==> config.mk <==
export PLATFORM = sky130hd
export DESIGN_NAME = keyboard_event_tracker_flat
export DESIGN_NICKNAME = d
export VERILOG_FILES = /design/src/rtl/keyboard_event_tracker_if.sv /design/src/rtl/keyboard_event_tracker.sv /design/src/flat_wrapper.sv
export SDC_FILE = /design/constraint.sdc
export NUM_CORES = 2
export LEC_CHECK = 0
export BUFFER_PORTS_ARGS = -buffer_cell sky130_fd_sc_hd__buf_4
export CAP_MARGIN = 5
export CORE_UTILIZATION = 55
export CTS_BUF_LIST = sky130_fd_sc_hd__clkbuf_4 sky130_fd_sc_hd__clkbuf_8
export DETAILED_ROUTE_END_ITERATION = 8
export PLACE_DENSITY = 0.75
export RECOVER_POWER = 100
export SLEW_MARGIN = 10
export SYNTH_ARGS = -nofsm -noshare
export SYNTH_HDL_FRONTEND = slang
export SYNTH_SLANG_ARGS = --single-unit
==> constraint.sdc <==
create_clock -name clk -period 5 [get_ports clk]
set_clock_uncertainty 0.2 [all_clocks]
set_input_delay 0.25 -clock clk [delete_from_list [all_inputs] [get_ports clk]]
set_output_delay 0.25 -clock clk [all_outputs]
set_load 0.005 [all_outputs]
==> src/rtl/keyboard_event_tracker_if.sv <==
`default_nettype none
// ============================================================================
// Module   : keyboard_event_tracker_if
// Purpose  : Scan-byte input, key lookup and event-FIFO pop bus of the tracker
// Revision : 1.0 - initial release
// ============================================================================
interface keyboard_event_tracker_if #(
    parameter int FIFO_DEPTH = 8
) ();
    localparam int c_cnt_w = $clog2(FIFO_DEPTH) + 1;

    logic [7:0]         byte_in;
    logic               byte_valid;
    logic [8:0]         query_addr;
    logic               query_pressed;
    logic               any_pressed;
    logic               evt_valid;
    logic [9:0]         evt_data;
    logic               evt_ready;
    logic [c_cnt_w-1:0] evt_count;
    logic               overflow;
    logic               clear_overflow;

    // Producer/consumer side: feeds scan bytes, queries keys, pops events
    modport master (
        output byte_in, byte_valid, query_addr, evt_ready, clear_overflow,
        input  query_pressed, any_pressed, evt_valid, evt_data, evt_count, overflow
    );

    modport slave (
        input  byte_in, byte_valid, query_addr, evt_ready, clear_overflow,
        output query_pressed, any_pressed, evt_valid, evt_data, evt_count, overflow
    );
endinterface
`default_nettype wire

==> src/rtl/keyboard_event_tracker.sv <==
`default_nettype none
// ============================================================================
// Module   : keyboard_event_tracker
// Purpose  : PS/2 make/break/E0/E1 decoder, 512-key pressed bitmap, FWFT event FIFO
// Revision : 1.0 - initial release
// ============================================================================
module keyboard_event_tracker #(
    parameter int FIFO_DEPTH    = 8,
    parameter int REPEAT_FILTER = 1,
    parameter int CLEAR_ON_BAT  = 1
) (
    input  wire logic               clk,
    input  wire logic               rst,
    keyboard_event_tracker_if.slave bus
);
    localparam int c_aw = $clog2(FIFO_DEPTH);
    localparam int c_cw = $clog2(FIFO_DEPTH) + 1;

    localparam logic [2:0] c_st_idle    = 3'd0;
    localparam logic [2:0] c_st_ext     = 3'd1;
    localparam logic [2:0] c_st_brk     = 3'd2;
    localparam logic [2:0] c_st_ext_brk = 3'd3;
    localparam logic [2:0] c_st_pause   = 3'd4;

    localparam logic [7:0] c_b_ext   = 8'hE0;
    localparam logic [7:0] c_b_brk   = 8'hF0;
    localparam logic [7:0] c_b_pause = 8'hE1;
    localparam logic [7:0] c_b_bat   = 8'hAA;
    localparam logic [7:0] c_b_ovr0  = 8'h00;
    localparam logic [7:0] c_b_ovr1  = 8'hFF;

    localparam logic [2:0] c_pause_last = 3'd6;
    localparam logic [9:0] c_pause_evt  = {1'b0, 1'b1, 8'h77};

    logic [2:0]      state_q, state_d;
    logic [2:0]      pause_cnt_q, pause_cnt_d;
    logic [511:0]    bitmap_q, bitmap_d;
    logic            query_pressed_q, query_pressed_d;
    logic            any_pressed_q, any_pressed_d;
    logic [c_aw-1:0] wr_ptr_q, wr_ptr_d;
    logic [c_aw-1:0] rd_ptr_q, rd_ptr_d;
    logic [c_cw-1:0] count_q, count_d;
    logic            overflow_q, overflow_d;
    logic [9:0]      fifo_mem_q [FIFO_DEPTH];

    logic       w_is_ext, w_is_brk, w_is_pause, w_is_bat_clr, w_is_ovr;
    logic       w_make, w_break, w_bat_clear, w_pause_done, w_key_ext;
    logic [8:0] w_key_idx;
    logic       w_push;
    logic [9:0] w_push_data;
    logic       w_empty, w_full, w_pop, w_wr_en, w_drop;

    assign w_is_ext     = (bus.byte_in == c_b_ext);
    assign w_is_brk     = (bus.byte_in == c_b_brk);
    assign w_is_pause   = (bus.byte_in == c_b_pause);
    assign w_is_bat_clr = (bus.byte_in == c_b_bat) && (CLEAR_ON_BAT != 0);
    assign w_is_ovr     = (bus.byte_in == c_b_ovr0) || (bus.byte_in == c_b_ovr1);

    // ------------------------------------------------------------------
    // Decoder FSM: state register
    // ------------------------------------------------------------------
    always_ff @(posedge clk or negedge rst) begin
        if (!rst) begin
            state_q     <= c_st_idle;
            pause_cnt_q <= '0;
        end else begin
            state_q     <= state_d;
            pause_cnt_q <= pause_cnt_d;
        end
    end

    // Decoder FSM: next state
    always_comb begin
        state_d     = state_q;
        pause_cnt_d = pause_cnt_q;
        if (bus.byte_valid) begin
            case (state_q)
                c_st_idle: begin
                    if (w_is_ext) begin
                        state_d = c_st_ext;
                    end else if (w_is_brk) begin
                        state_d = c_st_brk;
                    end else if (w_is_pause) begin
                        state_d     = c_st_pause;
                        pause_cnt_d = '0;
                    end
                end
                c_st_ext: begin
                    if (w_is_brk) begin
                        state_d = c_st_ext_brk;
                    end else if (!w_is_ext) begin
                        state_d = c_st_idle;
                    end
                end
                c_st_brk, c_st_ext_brk: state_d = c_st_idle;
                c_st_pause: begin
                    if (pause_cnt_q == c_pause_last) begin
                        state_d     = c_st_idle;
                        pause_cnt_d = '0;
                    end else begin
                        pause_cnt_d = pause_cnt_q + 3'd1;
                    end
                end
                default: state_d = c_st_idle;
            endcase
        end
    end

    // Decoder FSM: per-byte actions
    always_comb begin
        w_make       = 1'b0;
        w_break      = 1'b0;
        w_bat_clear  = 1'b0;
        w_pause_done = 1'b0;
        w_key_ext    = 1'b0;
        if (bus.byte_valid) begin
            case (state_q)
                c_st_idle: begin
                    if (w_is_bat_clr) begin
                        w_bat_clear = 1'b1;
                    end else if (!(w_is_ext || w_is_brk || w_is_pause || w_is_ovr)) begin
                        w_make = 1'b1;
                    end
                end
                c_st_ext: begin
                    if (!(w_is_brk || w_is_ext)) begin
                        w_make    = 1'b1;
                        w_key_ext = 1'b1;
                    end
                end
                c_st_brk: w_break = 1'b1;
                c_st_ext_brk: begin
                    w_break   = 1'b1;
                    w_key_ext = 1'b1;
                end
                c_st_pause: w_pause_done = (pause_cnt_q == c_pause_last);
                default: ;
            endcase
        end
    end

    // ------------------------------------------------------------------
    // Bitmap update and event generation
    // ------------------------------------------------------------------
    assign w_key_idx = {w_key_ext, bus.byte_in};

    always_comb begin
        bitmap_d    = bitmap_q;
        w_push      = 1'b0;
        w_push_data = '0;
        if (w_bat_clear) begin
            bitmap_d = '0;
        end else if (w_make) begin
            bitmap_d[w_key_idx] = 1'b1;
            // Typematic repeats of a held key are optionally suppressed
            if (!((REPEAT_FILTER != 0) && bitmap_q[w_key_idx])) begin
                w_push      = 1'b1;
                w_push_data = {1'b0, w_key_idx};
            end
        end else if (w_break) begin
            bitmap_d[w_key_idx] = 1'b0;
            w_push              = 1'b1;
            w_push_data         = {1'b1, w_key_idx};
        end else if (w_pause_done) begin
            w_push      = 1'b1;
            w_push_data = c_pause_evt;
        end
    end

    // Lookups see the bitmap as it stood before this cycle's update
    assign query_pressed_d = bitmap_q[bus.query_addr];
    assign any_pressed_d   = |bitmap_q;

    // ------------------------------------------------------------------
    // Event FIFO (first-word-fall-through)
    // ------------------------------------------------------------------
    assign w_empty = (count_q == '0);
    assign w_full  = (count_q == c_cw'(FIFO_DEPTH));
    assign w_pop   = !w_empty && bus.evt_ready;
    assign w_wr_en = w_push && (!w_full || w_pop);
    assign w_drop  = w_push && w_full && !w_pop;

    always_comb begin
        wr_ptr_d   = w_wr_en ? wr_ptr_q + c_aw'(1) : wr_ptr_q;
        rd_ptr_d   = w_pop   ? rd_ptr_q + c_aw'(1) : rd_ptr_q;
        count_d    = count_q;
        overflow_d = overflow_q;
        case ({w_wr_en, w_pop})
            2'b10:   count_d = count_q + c_cw'(1);
            2'b01:   count_d = count_q - c_cw'(1);
            default: count_d = count_q;
        endcase
        if (w_drop) begin
            overflow_d = 1'b1;
        end else if (bus.clear_overflow) begin
            overflow_d = 1'b0;
        end
    end

    always_ff @(posedge clk or negedge rst) begin
        if (!rst) begin
            bitmap_q        <= '0;
            query_pressed_q <= 1'b0;
            any_pressed_q   <= 1'b0;
            wr_ptr_q        <= '0;
            rd_ptr_q        <= '0;
            count_q         <= '0;
            overflow_q      <= 1'b0;
        end else begin
            bitmap_q        <= bitmap_d;
            query_pressed_q <= query_pressed_d;
            any_pressed_q   <= any_pressed_d;
            wr_ptr_q        <= wr_ptr_d;
            rd_ptr_q        <= rd_ptr_d;
            count_q         <= count_d;
            overflow_q      <= overflow_d;
        end
    end

    // Storage needs no reset: the empty flag masks stale entries
    always_ff @(posedge clk) begin
        if (w_wr_en) begin
            fifo_mem_q[wr_ptr_q] <= w_push_data;
        end
    end

    assign bus.query_pressed = query_pressed_q;
    assign bus.any_pressed   = any_pressed_q;
    assign bus.evt_valid     = !w_empty;
    assign bus.evt_data      = w_empty ? 10'd0 : fifo_mem_q[rd_ptr_q];
    assign bus.evt_count     = count_q;
    assign bus.overflow      = overflow_q;

endmodule
`default_nettype wire

==> src/flat_wrapper.sv <==
// flat-port wrapper written by rule: the top's interface ports become plain ports
module keyboard_event_tracker_flat 
#(
    parameter int FIFO_DEPTH    = 8,
    parameter int REPEAT_FILTER = 1,
    parameter int CLEAR_ON_BAT  = 1
)
  (clk, rst, bus_byte_in, bus_byte_valid, bus_query_addr, bus_evt_ready, bus_clear_overflow, bus_query_pressed, bus_any_pressed, bus_evt_valid, bus_evt_data, bus_evt_count, bus_overflow);
  keyboard_event_tracker_if #(.FIFO_DEPTH(FIFO_DEPTH)) bus_i ();
  input  wire logic clk;
  input  wire logic rst;
  input wire logic [$bits(bus_i.byte_in)-1:0] bus_byte_in;
  input wire logic [$bits(bus_i.byte_valid)-1:0] bus_byte_valid;
  input wire logic [$bits(bus_i.query_addr)-1:0] bus_query_addr;
  input wire logic [$bits(bus_i.evt_ready)-1:0] bus_evt_ready;
  input wire logic [$bits(bus_i.clear_overflow)-1:0] bus_clear_overflow;
  output wire logic [$bits(bus_i.query_pressed)-1:0] bus_query_pressed;
  output wire logic [$bits(bus_i.any_pressed)-1:0] bus_any_pressed;
  output wire logic [$bits(bus_i.evt_valid)-1:0] bus_evt_valid;
  output wire logic [$bits(bus_i.evt_data)-1:0] bus_evt_data;
  output wire logic [$bits(bus_i.evt_count)-1:0] bus_evt_count;
  output wire logic [$bits(bus_i.overflow)-1:0] bus_overflow;
  assign bus_i.byte_in = bus_byte_in;
  assign bus_i.byte_valid = bus_byte_valid;
  assign bus_i.query_addr = bus_query_addr;
  assign bus_i.evt_ready = bus_evt_ready;
  assign bus_i.clear_overflow = bus_clear_overflow;
  assign bus_query_pressed = bus_i.query_pressed;
  assign bus_any_pressed = bus_i.any_pressed;
  assign bus_evt_valid = bus_i.evt_valid;
  assign bus_evt_data = bus_i.evt_data;
  assign bus_evt_count = bus_i.evt_count;
  assign bus_overflow = bus_i.overflow;
  keyboard_event_tracker #(.FIFO_DEPTH(FIFO_DEPTH), .REPEAT_FILTER(REPEAT_FILTER), .CLEAR_ON_BAT(CLEAR_ON_BAT)) u_core (.clk(clk), .rst(rst), .bus(bus_i));
endmodule
# Yosys cells after proc, flatten, opt, wreduce, memory -nomap -nowiden
# Memories as Yosys holds them, arrays and structs flattened.
# Index checks and enable logic that the tools add are counted.
# W data, S select, Z words.
# word_totals
reg_bits	531
ramBits	80
output_inout_bits	18
word_cells	115
mem_count	1
# memory_table
name	words	width	rd	rd_clocked_by_memory_dff	write_ports	line	text
u_core.fifo_mem_q	8	10	1	0	1	keyboard_event_tracker.sv:44	logic [9:0] fifo_mem_q [FIFO_DEPTH];
# op_classes
addsub	5
order_cmp	3
n_eq_ne	19
n_mux	51
bitwise	3
n_reduce_logical	24
# ops
operator	count
$mux W512	3
$and A512 B512 Y512	1
$not A512 Y512	1
$or A512 B512 Y512	1
$reduce_or A512 Y1	1
$eq A8 B8 Y1 const B	5
$mux W10	4
$mux W3	10
$mux W1	24
$lt A9 B10 Y1 const B	2
$bmux W1 S9	2
$mux W9	2
$add A3 B1 Y3 const B	3
$demux W1 S9	1
$ge A9 B1 Y1 const B	1
$pmux W3 S3	1
$logic_not A8 Y1	1
$pmux W4 S2	1
$eq A3 B2 Y1 const B	2
$eq A3 B3 Y1 const B	2
$pmux W3 S2	1
$reduce_bool A2 Y1	3
$logic_and A1 B1 Y1	5
$logic_or A1 B1 Y1	5
other kinds (18)	23

# Longest topological paths before layout
# logic_depth
ltp_word	14
depth_mapped	17

# Worst setup path after synthesis
# OpenSTA, ideal clock, no wires.
# synth_timing
path_type	input to register
from	in bus_byte_in[0]
to	mem u_core.fifo_mem_q[4][0] (enable)
setup_time_ns	0.408
arrival_ns	3.752
t_required_ns	4.392
slack_ns	0.640
stages	13
n_path_buf	5
cell_sequence	buf_6 -> buf_8 -> buf_6 -> buf_6 -> mux4_2 -> a22oi_1 -> a21oi_1 -> o211ai_1 -> o2111ai_1 -> o221ai_4 -> nand2_1 -> buf_2 -> nor4b_1
# synth_via
elab_chain_cells	13
# synth_lines
element	line	text
start, declared	flat_wrapper.sv:12	input wire logic [$bits(bus_i.byte_in)-1:0] bus_byte_in;
$eq A8 B8 Y1, on equally long branches	keyboard_event_tracker.sv:53, keyboard_event_tracker.sv:54	
$logic_or A1 B1 Y1	keyboard_event_tracker.sv:121, keyboard_event_tracker.sv:126	
$mux W1 / $logic_or A1 B1 Y1 (equally long branches)	keyboard_event_tracker.sv:126, keyboard_event_tracker.sv:121	
$pmux W1 S2 / $logic_or A1 B1 Y1 (equally long branches)	keyboard_event_tracker.sv:117, keyboard_event_tracker.sv:121	
$mux W1, on equally long branches	keyboard_event_tracker.sv:116, keyboard_event_tracker.sv:121	
$bmux W1 S9 / $mux W1 (equally long branches)	keyboard_event_tracker.sv:156, keyboard_event_tracker.sv:119	
$mux W1 (implied by the code) / $pmux W1 S2 (equally long branches)	keyboard_event_tracker.sv:156, keyboard_event_tracker.sv:117	
$mux W1, on equally long branches	keyboard_event_tracker.sv:156, keyboard_event_tracker.sv:116	
$mux W1	keyboard_event_tracker.sv:153	end else if (w_make) begin
$mux W1 (*)	keyboard_event_tracker.sv:151	if (w_bat_clear) begin
$logic_and A1 B1 Y1 (*)	keyboard_event_tracker.sv:180	assign w_wr_en = w_push && (!w_full || w_pop);
$mux W1 (*)	keyboard_event_tracker.sv:222	if (w_wr_en) begin
$mux W1 (implied by the code) (*)	keyboard_event_tracker.sv:223	fifo_mem_q[wr_ptr_q] <= w_push_data;
end, declared	keyboard_event_tracker.sv:44	
# Mark *: on every way between the ends. The rest lies on a longest branch, timed or not. The select of a mux whose other input is x is not followed.

# Final worst setup path
# layout_timing
from	in bus_byte_in[3]
to	reg u_core.overflow_q, in the netlist u_core.bus.overflow
# layout_via
elab_chain_cells	13
# layout_lines
element	line	text
$eq A8 B8 Y1, on equally long branches	keyboard_event_tracker.sv:53, keyboard_event_tracker.sv:54	
$logic_or A1 B1 Y1	keyboard_event_tracker.sv:121, keyboard_event_tracker.sv:126	
$mux W1 / $logic_or A1 B1 Y1 (equally long branches)	keyboard_event_tracker.sv:126, keyboard_event_tracker.sv:121	
$pmux W1 S2 / $logic_or A1 B1 Y1 (equally long branches)	keyboard_event_tracker.sv:117, keyboard_event_tracker.sv:121	
$mux W1, on equally long branches	keyboard_event_tracker.sv:116, keyboard_event_tracker.sv:121	
$bmux W1 S9 / $mux W1 (equally long branches)	keyboard_event_tracker.sv:156, keyboard_event_tracker.sv:119	
$mux W1 (implied by the code) / $pmux W1 S2 (equally long branches)	keyboard_event_tracker.sv:156, keyboard_event_tracker.sv:117	
$mux W1, on equally long branches	keyboard_event_tracker.sv:156, keyboard_event_tracker.sv:116	
$mux W1	keyboard_event_tracker.sv:153	
$mux W1 (*)	keyboard_event_tracker.sv:151	
$logic_and A1 B1 Y1 (*) (2 in series)	keyboard_event_tracker.sv:181	assign w_drop = w_push && w_full && !w_pop;
$mux W1 / $reduce_bool A2 Y1 (equally long branches)	n/a	
end signal, assigned	keyboard_event_tracker.sv:216	overflow_q <= overflow_d;
end, declared	keyboard_event_tracker.sv:43	logic overflow_q, overflow_d;
# Marks and branches as above.
# A chain may end at the register's enable or synchronous reset.

==> PnR_summary.wiki <==
{| class="wikitable"
! Metric !! Value
|-
| Outcome || finished with violations
|-
| Violations in the final reports || max-capacitance violations, max-slew violations
|-
| Clock latency at the later pin of the worst-skew pair || between 700 and 800 ps
|-
| Detailed route wirelength on metal2 || 51900 um
|-
| Root buf cell || clkbuf_8
|-
| Setup TNS || 0 ps
|-
| Main synth FF type || dfrtp_1
|-
| Cell with the most instances after synthesis || dfrtp_1
|-
| YS warnings || 0
|-
| Count of standard-cell rows || 91
|-
| Required time of the critical path || about 5400 ps
|-
| Net count after synthesis || about 2900
|-
| Clock-pin slew reported for the worst setup and hold paths after clock tree synthesis || ~70 ps
|-
| Net count of the finished layout || around 2800
|-
| Length of the first detailed-routing pass in iterations || 6
|-
| Number of antenna violations at the first check in global routing || 3
|-
| Number of DRC markers after the initial detailed-route iteration || 5259
|-
| Total I/O pin count || 40
|-
| Worst hold margin || about 47 ps
|-
| Total count of hold-check failures in the final report || 0
|-
| Top sig layer || met5
|-
| Critical Path Start Type || primary input
|-
| Overall fraction of global-route tracks in use || 0.393
|-
| Flip-flop and latch count after synthesis || 611
|-
| Placed Cells || about 3500
|-
| Starting Density || 0.557
|-
| Worst ir drop on vdd || between 0.2 and 0.3 mV
|-
| Post-CTS setup repair buffer count || 0
|-
| Largest fanout on the critical path || 20
|-
| Relative slew slack || -1.06
|-
| FFs w/ async S/R, synth || 0.869
|-
| Drt total wl || 124000 um
|-
| Cell types with the largest area share after synthesis || dfrtp_1 (39%), mux4_2 (20%), a211oi_1 (11%), a21oi_1 (7.7%), edfxtp_1 (7.0%)
|-
| Share of the core filled with cells in the final layout || 0.615
|-
| Vias per std cell || approximately 8
|-
| Number of buffers created by CTS || a little over 100
|-
| Routability-driven placement congestion ratio || between 0.9 and 1
|-
| Worst setup path category || primary input to register
|-
| Metal1 wirelength || between 40000 and 50000 um
|-
| Routed length per instance || between 30 and 40 um
|-
| Leakage power || between 0.01 and 0.015 uW
|-
| Count of non-filler cells in the finished layout || about 3700
|-
| Endpoint class of the critical path || register
|-
| Count of nets left with antenna violations after detail routing || 0
|-
| Port Buffers || 39
|-
| Setup violations, final || 0
|-
| Area fraction of the dominant cell type after synthesis || 0.387
|-
| First-pass GRT wire length || 186000 um
|-
| Count of flip-flops with a built-in enable after synthesis || 80
|-
| Slew at the pin closest to its max-slew limit || ~3100 ps
|-
| Final Critical Period || between 4000 and 5000 ps
|-
| Half-perimeter wire length after placement || 76400 um
|-
| Vertical die dimension || 252 um
|-
| Cell area after synthesis || approximately 34000 um2
|-
| Pins over their slew limit || 266
|-
| Aggregate global routing overflow || 0
|-
| Ranking of synthesized cells by instance count || dfrtp_1 (531), a21oi_1 (528), a211oi_1 (501)
|-
| Core region area || around 62000 um2
|-
| Die area || approximately 63000 um2
|-
| Number of global-route vias before repair || between 20000 and 30000
|-
| Routed met3 length || approximately 20000 um
|-
| H-tree depth || 3
|-
| F_max || roughly 220 MHz
|-
| Number of unique standard cell types used by synthesis || 74
|-
| CTS sink count || 611
|-
| Layout cells sized above 1 || 0.248
|-
| Mean Syn Cell Area || about 12 um2
|-
| Largest buffer count on any clock path || 3
|-
| Unrepaired setup endpoints after global routing || false
|-
| Area growth, synth to finish || 10.5%
|-
| Areal power density over the cells || approximately 340 nW/um2
|-
| WP data arrival || ~5000 ps
|-
| Die width || around 250 um
|-
| Share of the yosys chip area belonging to registers || 0.457
|-
| Maximum number of pins on one net before global-route repair || approximately 150
|-
| Cell taking the most area after synthesis || dfrtp_1
|-
| Worst min-delay path class || primary input to register
|-
| Number of violations of the max-capacitance limit || 3
|-
| Portion of the clock cycle consumed by the worst path in the final layout || 0.908
|-
| Clock tree from TritonCTS || built
|-
| Via count || about 30000
|-
| Number of standard cells after synthesis || roughly 2900
|-
| Number of DRC violations after detailed routing || 0
|}
-- registers in the layout, summed over array words and instances (netlist names) --
register                  cells
u_core.state_q                3
u_core.bus.any_pressed        1
u_core.rd_ptr_q               3
u_core.bus.overflow           1
u_core.bus.evt_count          4
u_core.bus.query_pressed      1
u_core.wr_ptr_q               3
u_core.bitmap_q             512
u_core.fifo_mem_q            80
u_core.pause_cnt_q            3
-- through the flow --
stage	setup WS (ps)	area [um2]	power, uW
6_report	461	38000	13000
5_1_grt	411	38000	13400
4_1_cts	1040	38100	13000
3_5_place_dp	414	35700	8080
3_3_place_gp	543	35700	7990
2_1_floorplan	640	34400	7200
-- where the power goes --
part	internal, uW	leakage (uW)	total [uW]	switching (uW)
sequential	5400	0.00806	5820	420
combinational	1010	0.00482	2210	1190
clock	2740	0.00119	4960	2220
-- cells in the final DEF (no fill, tap or decap), drive strengths merged, types with 4 or more instances in the layout --
master | synthesis | routed
dfrtp | 531 | 531
a21oi | 529 | 529
a211oi | 501 | 501
mux4 | 311 | 311
clkbuf | 246 | 183
nor4 | 144 | 144
buf | 101 | 127
nor2 | 95 | 95
edfxtp | 80 | 80
nand2 | 52 | 52
mux2i | 42 | 42
nand4 | 37 | 37
nor3 | 28 | 28
clkinv | 1 | 22
a22oi | 19 | 19
nor2b | 15 | 15
o22ai | 15 | 15
inv | 10 | 15
nand3 | 13 | 13
o21ai | 12 | 12
nand2b | 10 | 10
dlygate4sd3 | 0 | 9
mux2 | 9 | 9
a22o | 8 | 8
xnor2 | 6 | 6
bufinv | 0 | 6
and2 | 6 | 6
or2 | 6 | 6
nand3b | 5 | 5
a311oi | 5 | 5
o221ai | 5 | 5
a31o | 4 | 4
-- critical path, stage by stage --
cell and delay, ps:
dlygate4sd3_1 520, buf_4 310, buf_4 390, nand2_1 80, clkbuf_1 450, or3_1 500, a41oi_1 270, o21a_1 470
o21ai_0 490, nand2_1 460, o22ai_1 150, dlygate4sd3_1 580
-- per-layer routing --
metal / global-route usage / vias to the layer above
met4: 0.225 / 2
met5: 0 / -
met1: 0.525 / 14600
li1: - / 11600
met2: 0.544 / 3067
met3: 0.157 / 712
-- worst paths after layout --
check	from	end	slack [ps]	depth (start not counted)
setup / recovery	bus_byte_in[3]	u_core.bus.overflow	460	12
hold / removal	bus_byte_in[0]	u_core.fifo_mem_q[6][0]	50	3
setup reg to reg	u_core.bitmap_q[247]	u_core.fifo_mem_q[2][5]	830	9
hold reg to reg	u_core.pause_cnt_q[1]	u_core.pause_cnt_q[1]	340	1
max in group asynchronous	rst	u_core.bitmap_q[394]	1350	3
min in group asynchronous	rst	u_core.bitmap_q[96]	820	2
-- layout make-up --
class | instances | area (um2)
fillers | 4814 | 23700
multi-input cells | 1925 | 17400
flip-flops and latches | 611 | 15700
clock buffers | 150 | 1880
repair buffers | 169 | 1560
well taps | 837 | 1050
clock inverters | 34 | 358
inverters | 11 | 41.3
diodes | 2 | 5.00
-- logic make-up after synthesis --
family | Yosys count | synth area share
AND/OR/NAND/NOR | 428 | 0.0676
AO/OA/AOI/OAI | 1125 | 0.208
adder cells (fa/ha/maj) | 3 | 0.00109
multiplexers | 362 | 0.219
buffers and inverters | 358 | 0.0455
flip-flops | 611 | 0.457
XOR/XNOR | 7 | 0.00178
-- what timing repair did --
action,in CTS,in global routing
hold endpoints to repair,138,0
hold buffers,9,0
resized for setup,0,0
No activity file was read; power rests on OpenSTA's default activity.
